`src/rtl/pong_video_pkg.sv`:
```
// Shared types and constants for the pong video blocks (scheduler state, timing defaults, requester ids).
package pong_video_pkg;

    typedef enum logic [1:0] {
        ACTIVE  = 2'd0,
        IDLE    = 2'd1,
        GRANTED = 2'd2
    } sched_state_t;

    localparam int DEF_RES_W  = 10;
    localparam int DEF_YRES   = 480;
    localparam int DEF_VTOTAL = 520;

    localparam logic REQ_PHYS  = 1'b0;
    localparam logic REQ_SCORE = 1'b1;

endpackage

```
`src/rtl/rr_arbiter2.sv`:
```
// Two-way round-robin pick: the pointed-to requester wins if it asks, otherwise the other one.
module rr_arbiter2
    import pong_video_pkg::*;
(
    input  logic       clock,
    input  logic       reset,
    input  logic [1:0] req,
    input  logic       advance,
    input  logic       last_winner,
    output logic       pick,
    output logic       pick_valid
);

    logic rr_ptr;

    // The pointer moves to the loser whenever a grant ends, normally or forced.
    always_ff @(posedge clock) begin
        if (!reset) begin
            rr_ptr <= REQ_PHYS;
        end else if (advance) begin
            rr_ptr <= ~last_winner;
        end
    end

    always_comb begin
        pick_valid = |req;
        pick       = req[rr_ptr] ? rr_ptr : ~rr_ptr;
    end

endmodule

```
`src/rtl/vblank_access_scheduler.sv`:
```
// Grants exclusive shared-state access to one of two requesters, only inside vertical blanking.
// Build option FRAME_SKIP_EN adds skip_div: only every (skip_div+1)-th blanking interval is eligible.
//
// state   | meaning
// --------+-----------------------------------------------------------
// ACTIVE  | video being drawn or window closed; grant held at zero
// IDLE    | blank window open, waiting for a request outside lockout
// GRANTED | one requester owns the shared state; budget counting lines
module vblank_access_scheduler
    import pong_video_pkg::*;
#(
    parameter int RES_W           = DEF_RES_W,
    parameter int FRAME_CNT_W     = 8,
    parameter int GUARD_LINES     = 2,
    parameter int MAX_GRANT_LINES = 16
) (
    input  logic                   clock,
    input  logic                   reset,
    input  logic                   line_end,
    input  logic [RES_W-1:0]       ypos,
    input  logic [RES_W-1:0]       Yresolution,
    input  logic [RES_W-1:0]       Vtotal,
    input  logic [1:0]             req,
    input  logic [1:0]             done,
`ifdef FRAME_SKIP_EN
    input  logic [3:0]             skip_div,
`endif
    output logic [1:0]             grant,
    output logic                   frame_start,
    output logic [FRAME_CNT_W-1:0] frame_count,
    output logic                   in_blank,
    output logic                   overrun
);

    localparam int XW    = RES_W + 2;
    localparam int BUD_W = $clog2(MAX_GRANT_LINES + 1);
    localparam logic [XW-1:0]    X_ONE    = XW'(1);
    localparam logic [XW-1:0]    X_GUARD  = XW'(GUARD_LINES + 1);
    localparam logic [BUD_W-1:0] BUD_INIT = BUD_W'(MAX_GRANT_LINES);
    localparam logic [BUD_W-1:0] BUD_ONE  = BUD_W'(1);

    sched_state_t     state;
    logic             owner;
    logic [BUD_W-1:0] lines_left;
    logic             lock_q;

    logic [XW-1:0] y_x, yres_x, vt_x;
    logic          zone, fs_now, fe_now, lock_now;
    logic          rel_now, frc_now, arb_advance;
    logic          pick, pick_valid, window_ok;

    assign y_x    = {2'b00, ypos};
    assign yres_x = {2'b00, Yresolution};
    assign vt_x   = {2'b00, Vtotal};

    // Lockout describes the line that starts after this line_end: guard lines or active video.
    assign zone     = (y_x + X_GUARD >= vt_x) || (y_x + X_ONE < yres_x);
    assign fs_now   = line_end && (y_x + X_ONE == yres_x);
    assign fe_now   = line_end && (y_x + X_ONE == vt_x);
    assign lock_now = line_end ? zone : lock_q;

    assign rel_now     = done[owner] || !req[owner];
    assign frc_now     = line_end && ((lines_left == BUD_ONE) || fe_now);
    assign arb_advance = (state == GRANTED) && (rel_now || frc_now);

`ifdef FRAME_SKIP_EN
    logic [3:0] phase;

    always_ff @(posedge clock) begin
        if (!reset) begin
            phase <= 4'd0;
        end else if (fs_now) begin
            phase <= (phase >= skip_div) ? 4'd0 : phase + 4'd1;
        end
    end

    assign window_ok = (phase == 4'd0);
`else
    assign window_ok = 1'b1;
`endif

    rr_arbiter2 u_arb (
        .clock       (clock),
        .reset       (reset),
        .req         (req),
        .advance     (arb_advance),
        .last_winner (owner),
        .pick        (pick),
        .pick_valid  (pick_valid)
    );

    always_ff @(posedge clock) begin
        if (!reset) begin
            frame_start <= 1'b0;
            frame_count <= '0;
            in_blank    <= 1'b0;
            lock_q      <= 1'b1;
        end else begin
            frame_start <= fs_now;
            if (fs_now) begin
                frame_count <= frame_count + 1'b1;
            end
            if (line_end) begin
                in_blank <= (y_x >= yres_x);
                lock_q   <= zone;
            end
        end
    end

    always_ff @(posedge clock) begin
        if (!reset) begin
            state      <= ACTIVE;
            grant      <= 2'b00;
            owner      <= REQ_PHYS;
            lines_left <= '0;
            overrun    <= 1'b0;
        end else begin
            case (state)
                ACTIVE: begin
                    if (fs_now && window_ok) begin
                        state <= IDLE;
                    end
                end
                IDLE: begin
                    if (lock_now) begin
                        state <= ACTIVE;
                    end else if (pick_valid) begin
                        grant      <= (pick == REQ_SCORE) ? 2'b10 : 2'b01;
                        owner      <= pick;
                        lines_left <= BUD_INIT;
                        state      <= GRANTED;
                    end
                end
                GRANTED: begin
                    // A release on the same edge as a forced revoke wins, leaving overrun alone.
                    if (rel_now) begin
                        grant <= 2'b00;
                        state <= IDLE;
                    end else if (frc_now) begin
                        grant   <= 2'b00;
                        overrun <= 1'b1;
                        state   <= fe_now ? ACTIVE : IDLE;
                    end else if (line_end) begin
                        lines_left <= lines_left - BUD_ONE;
                    end
                end
                default: begin
                    grant <= 2'b00;
                    state <= ACTIVE;
                end
            endcase
        end
    end

endmodule

```
`config.mk`:
```
export PLATFORM = sky130hd
export DESIGN_NAME = vblank_access_scheduler
export DESIGN_NICKNAME = d
export VERILOG_FILES = /design/src/rtl/pong_video_pkg.sv /design/src/rtl/rr_arbiter2.sv /design/src/rtl/vblank_access_scheduler.sv
export SDC_FILE = /design/constraint.sdc
export NUM_CORES = 1
export LEC_CHECK = 0
export ABC_AREA = 1
export CAP_MARGIN = 40
export CORE_MARGIN = 1
export CORE_UTILIZATION = 38
export CTS_BUF_LIST = sky130_fd_sc_hd__clkbuf_4 sky130_fd_sc_hd__clkbuf_8
export CTS_CLUSTER_SIZE = 25
export DETAILED_ROUTE_END_ITERATION = 8
export PLACE_DENSITY = 0.63
export SYNTH_ARGS = -nofsm -noshare
export SYNTH_HDL_FRONTEND = slang
export SYNTH_SLANG_ARGS = --single-unit
```
`constraint.sdc`:
```
create_clock -name clock -period 3.5 [get_ports clock]
set_clock_uncertainty 0.05 [all_clocks]
set_input_delay 0.7 -clock clock [delete_from_list [all_inputs] [get_ports clock]]
set_output_delay 0.7 -clock clock [all_outputs]
set_load 0.02 [all_outputs]
```
# Word level (Yosys, flattened, before mapping)
# Index checks and enable logic that the tools add are counted.
word_totals:
  latch_bits: 0
  memories: 0
  mem_bits_ro: 0
  in_bits: 37
  ff_bits: 23
  elab_cells: 81
  ram_bits: 0
op_classes:
  bitwise: 5
  n_div: 0
  n_mux: 27
  shifts: 0
  addsub: 4
  n_reduce_logical: 17
  n_mul: 0
  eq_ne: 13
  order_cmp: 5
op_table:
  columns: ["operator", "n"]
  rows:
  - ["$mux W5", 5]
  - ["$mux W2", 10]
  - ["$eq A12 B10 Y1", 1]
  - ["$lt A12 B10 Y1", 1]
  - ["$ne A2 B2 Y1 const B", 6]
  - ["$pmux W2 S3", 2]
  - ["$add A10 B1 Y11 const B", 1]
  - ["$add A10 B2 Y11 const B", 1]
  - ["$eq A11 B10 Y1", 1]
  - ["$ge A11 B10 Y1", 1]
  - ["$ge A10 B10 Y1", 1]
  - ["$pmux W5 S2", 1]
  - ["$mux W1", 9]
  - ["$reduce_and A3 Y1", 3]
  - ["$add A8 B1 Y8 const B", 1]
  - ["$ne A3 B3 Y1 const B", 2]
  - ["$reduce_and A6 Y1", 1]
  - ["$eq A5 B1 Y1 const B", 1]
  - ["$not A1 Y1", 5]
  - ["$sub A5 B1 Y5 const B", 1]
  - ["$logic_and A1 B1 Y1", 4]
  - ["$logic_or A1 B1 Y1", 4]
  - ["$lt A1 B2 Y1 const B", 2]
  - ["$reduce_and A4 Y1", 1]
  - ["6 further kinds", 6]

# Logic depth before layout (Yosys ltp)
logic_depth:
  word_depth: 8
  mapped_depth: 22
  mapped_depth_nobuf: 21

# Hierarchy
# From an unflattened synthesis, not the netlist that was laid out.
hier_totals:
  hier_cells: 413
  area_unflattened_um2: 2518.7
modules_own_cells:
  columns: ["module", "area_each_um2", "cells_per_inst", "instances", "seq_area_each_um2"]
  rows:
  - ["vblank_access_scheduler", 2468.6, 405, 1, 440.4]
  - ["rr_arbiter2", 50.0, 8, 1, 20.0]

# Least setup slack after synthesis
# Ideal clock, no wire load.
synth_timing:
  path_type: "input-to-reg"
  startpoint: "input ypos[0]"
  endpoint: "register lines_left[1]"
  stages: 20
  t_arrival_ns: 2.765
  setup_ns: 0.115
  path_slack_ns: 0.570
  n_path_buf: 1
  path_cell_list: "inv_1 > ha_1 > nor2_1 > nand3_1 > xor2_1 > inv_1 > ha_1 > nand2_1 > or2_2 > nand3_1 > nand2_1 > nand2_1 > nand2_1 > nand2_2 > nand2_4 > nand3_4 > buf_6 > nand3_1 > nand2_1 > nor2_1"
synth_between:
  elab_chain_len: 7
synth_rtl:
  columns: ["element", "line", "source"]
  rows:
  - ["start: declaration", "vblank_access_scheduler.sv:20", "input logic [RES_W-1:0] ypos,"]
  - ["parallel branches: the longest is 6 deep, another holds $lt A12 B10 Y1", null, null]
  - ["$reduce_and A6 Y1 (no source line) *", null, null]
  - ["end signal: assignment", "vblank_access_scheduler.sv:144", "lines_left <= lines_left - BUD_ONE;"]
  - ["end: declaration", "vblank_access_scheduler.sv:44", "logic [BUD_W-1:0] lines_left;"]
# Mark *: on every way between the ends.
# A chain may end at the register's enable or synchronous reset.

# Worst setup path after layout
layout_timing:
  startpoint: "input ypos[1]"
  endpoint: "register lines_left[4]"
# The elaborated chain is that of the path after synthesis.

==> impl_metrics.tcl <==
set metrics [dict create \
    gp_congestion 0.897 \
    yosysWarnings 0 \
    hold_path_class "flip-flop to flip-flop" \
    hpwlAfterDp_mm 5.68 \
    num_rows 29 \
    critPathLaunchType "input port" \
    via_count 2731 \
    syn_nets 491 \
    antenna_found_initial 0 \
    portBuffers 49 \
    detail-route-antenna-nets 0 \
    h-tree-depth 1 \
    p_int_mw 0.462 \
    cp_max_fo 13 \
    route.detailed.drc 8 \
    gr-total-overflow 0 \
    avgSynthCellArea_um2 6.17 \
    fillCellCount 648 \
    drtIter0Drc 59 \
    netlist_instances 419 \
    area_growth_pct 33.3 \
    grt_first_pass_wirelength_mm 11.4 \
    final_hold_viol_count 0 \
    vias_per_cell 4.75 \
    p_comb_frac 0.373 \
    grtUsageMet3 0.00983 \
    ys_ff_latch 23 \
    dieArea_mm2 0.00714 \
    numCtsBuffers 3 \
    die_w_um 84.5 \
    grt_max_degree 17 \
    violations "design-rule violations" \
    clkTransAtPathRegs_ps 90 \
    synth_area_leaders "dfxtp_1 18%, ha_1 17%, nand2_1 16%" \
    met2_usage 0.363 \
    fin_crit_ps 3240 \
    max-clock-path-buffers 2 \
    yosysSeqAreaShare 0.178 \
    drv_cap 0 \
    clock-sinks 23 \
    antenna_cells 0 \
    post-route-period-util 0.926 \
    post-cts-setup-buffers 0 \
    io-pin-count 50 \
    cp.arrival_ps 3360 \
    synth.largest_area_cell "dfxtp_1" \
    drt-total-wl_mm 6.74 \
    die_y_um 84.5 \
    fin_ws_ps 259 \
    synth.top_cell.area_share 0.178 \
    grtUsageMet1 0.247 \
    mostFrequentLayoutCells "108 x nand2_1, 71 x inv_1, 47 x clkdlybuf4s50_1" \
    powerDensity_mw_per_mm2 199 \
    root_buffer "clkbuf_8" \
    layout_commonest_cell "nand2_1" \
    grt.busiest_layer "met2" \
    pre_cts_slack_ps -134 \
    insertion_delay_ps 260 \
    pwr-share-seq 0.384 \
    synth_cell_type_count 35 \
    leakagePower_nw 1.75 \
    stdcell_count 575 \
    crit_type "input port to flip-flop" \
    worstMarginPinSlew_ps 406 \
    drive_above_1_share 0.131 \
    nNetsFinal 571 \
    initial_utilization 0.400 \
    clock.fmax_ghz 0.309 \
    coreArea_mm2 0.00646 \
    maxSlewHeadroom 0.727 \
    firstDrtPassIters 6 \
    ir_drop_uv 209 \
    grt_pass1_vias 2674 \
    dp.cells 571 \
    status "finished with violations" \
    switchingPower_mw 0.225 \
    setup_viol 0 \
    setup_tns_ps 0 \
    rsz0062_at_grt "false" \
    drv_slew 0 \
    p_clk_frac 0.243 \
    endpoint_kind "flip-flop" \
    synth_area_mm2 0.00258 \
    switching_share 0.328 \
    cp_data_required_time_ps 3610 \
    power_mw 0.687 \
    cts_tree "done" \
    routedWlPerCell_um 11.7 \
    grtUsageTotal 0.194 \
]
## synth_stat cells, drive strengths merged
cell type / instances
a21oi: 31
buf: 4
clkbuf: 1
dfxtp: 23
ha: 35
inv: 71
nand2: 118
nand3: 39
nand3b: 5
nand4: 4
nor2: 50
nor3: 7
nor3b: 1
nor4: 2
o2111ai: 1
o211ai: 1
o21a: 2
o21ai: 11
o21bai: 1
o31ai: 1
or2: 2
xnor2: 2
xor2: 7
## metrics by stage
step / hold WS [ps] / cell area [µm²] / utilization
floorplan: 418 / 2580 / -
global placement: 400 / 3370 / 0.521
detailed placement: 399 / 3370 / 0.521
CTS: 420 / 3410 / 0.528
global route: 432 / 3450 / 0.534
finish: 423 / 3450 / 0.534
## flip-flops by register name, indices dropped and copies added, names as in the netlist
| signal | flops |
|---|---|
| frame_count | 8 |
| frame_start | 1 |
| grant | 2 |
| in_blank | 1 |
| lines_left | 5 |
| lock_q | 1 |
| overrun | 1 |
| owner | 1 |
| state | 2 |
| u_arb.rr_ptr | 1 |
## final cells by class
class                      count  area [µm²]  area share
inverter                      71         267      0.0773
timing repair buffer          80         728       0.211
sequential                    23         460       0.134
clock inverter                 1        5.00     0.00145
multi-input combinational    320        1850       0.536
clock buffer                   3        41.3      0.0120
tap                           77        96.3      0.0279
## repair_timing
item                       4_1_cts  5_1_grt
hold buffers                     0        0
setup endpoints to repair        0       10
gates resized for setup          0       10
## metal layers
| layer | vias up | share of wire |
|---|---|---|
| li1 | 1495 | - |
| met1 | 1183 | 0.49 |
| met2 | 51 | 0.48 |
| met3 | 2 | 0.028 |
| met4 | 0 | 0.0043 |
| met5 | - | 0 |
## critical path, cell delays in order
cell and delay (ps):
clkdlybuf4s50_1 520, inv_1 80, ha_1 210, nor2_2 120, buf_4 140, xor2_1 150, inv_1 60, ha_1 290
a21oi_1 60, or2_2 260, nand3_1 70, nand2_1 50, nand2_1 60, nand2_1 70, nand2_2 80, nand2_4 60
nand3_4 140, nand3_1 100, nand2_1 80, nor2_1 40
## power groups by stage
| stage | logic [mW] | registers (mW) | clock network, mW |
|---|---|---|---|
| after CTS | 0.254 | 0.264 | 0.170 |
| after detailed placement | 0.253 | 0.270 | 0 |
| after floorplan | 0.142 | 0.271 | 0 |
| after global placement | 0.251 | 0.270 | 0 |
| final | 0.256 | 0.264 | 0.167 |
| after global routing | 0.291 | 0.264 | 0.182 |
## logic make-up (layout without fill, tap and decap cells)
logic type      Yosys count  count (layout)  share of synthesized area
compound gates           48              48                     0.0992
buf+inv                  76             155                      0.118
xor+xnor                  9               9                     0.0305
simple gates            228             228                      0.405
fa+ha+maj                35              35                      0.169
flops                    23              23                      0.178
## final timing paths
check / startpoint / end / depth (start not counted) / slack [ps]
setup reg to reg: state[1] / lines_left[3] / 7 / 1660
hold reg to reg: frame_count[7] / frame_count[7] / 2 / 420
hold / removal: frame_count[7] / frame_count[7] / 2 / 420
setup / recovery: ypos[1] / lines_left[4] / 20 / 260
(Power assumes the default switching activity.)
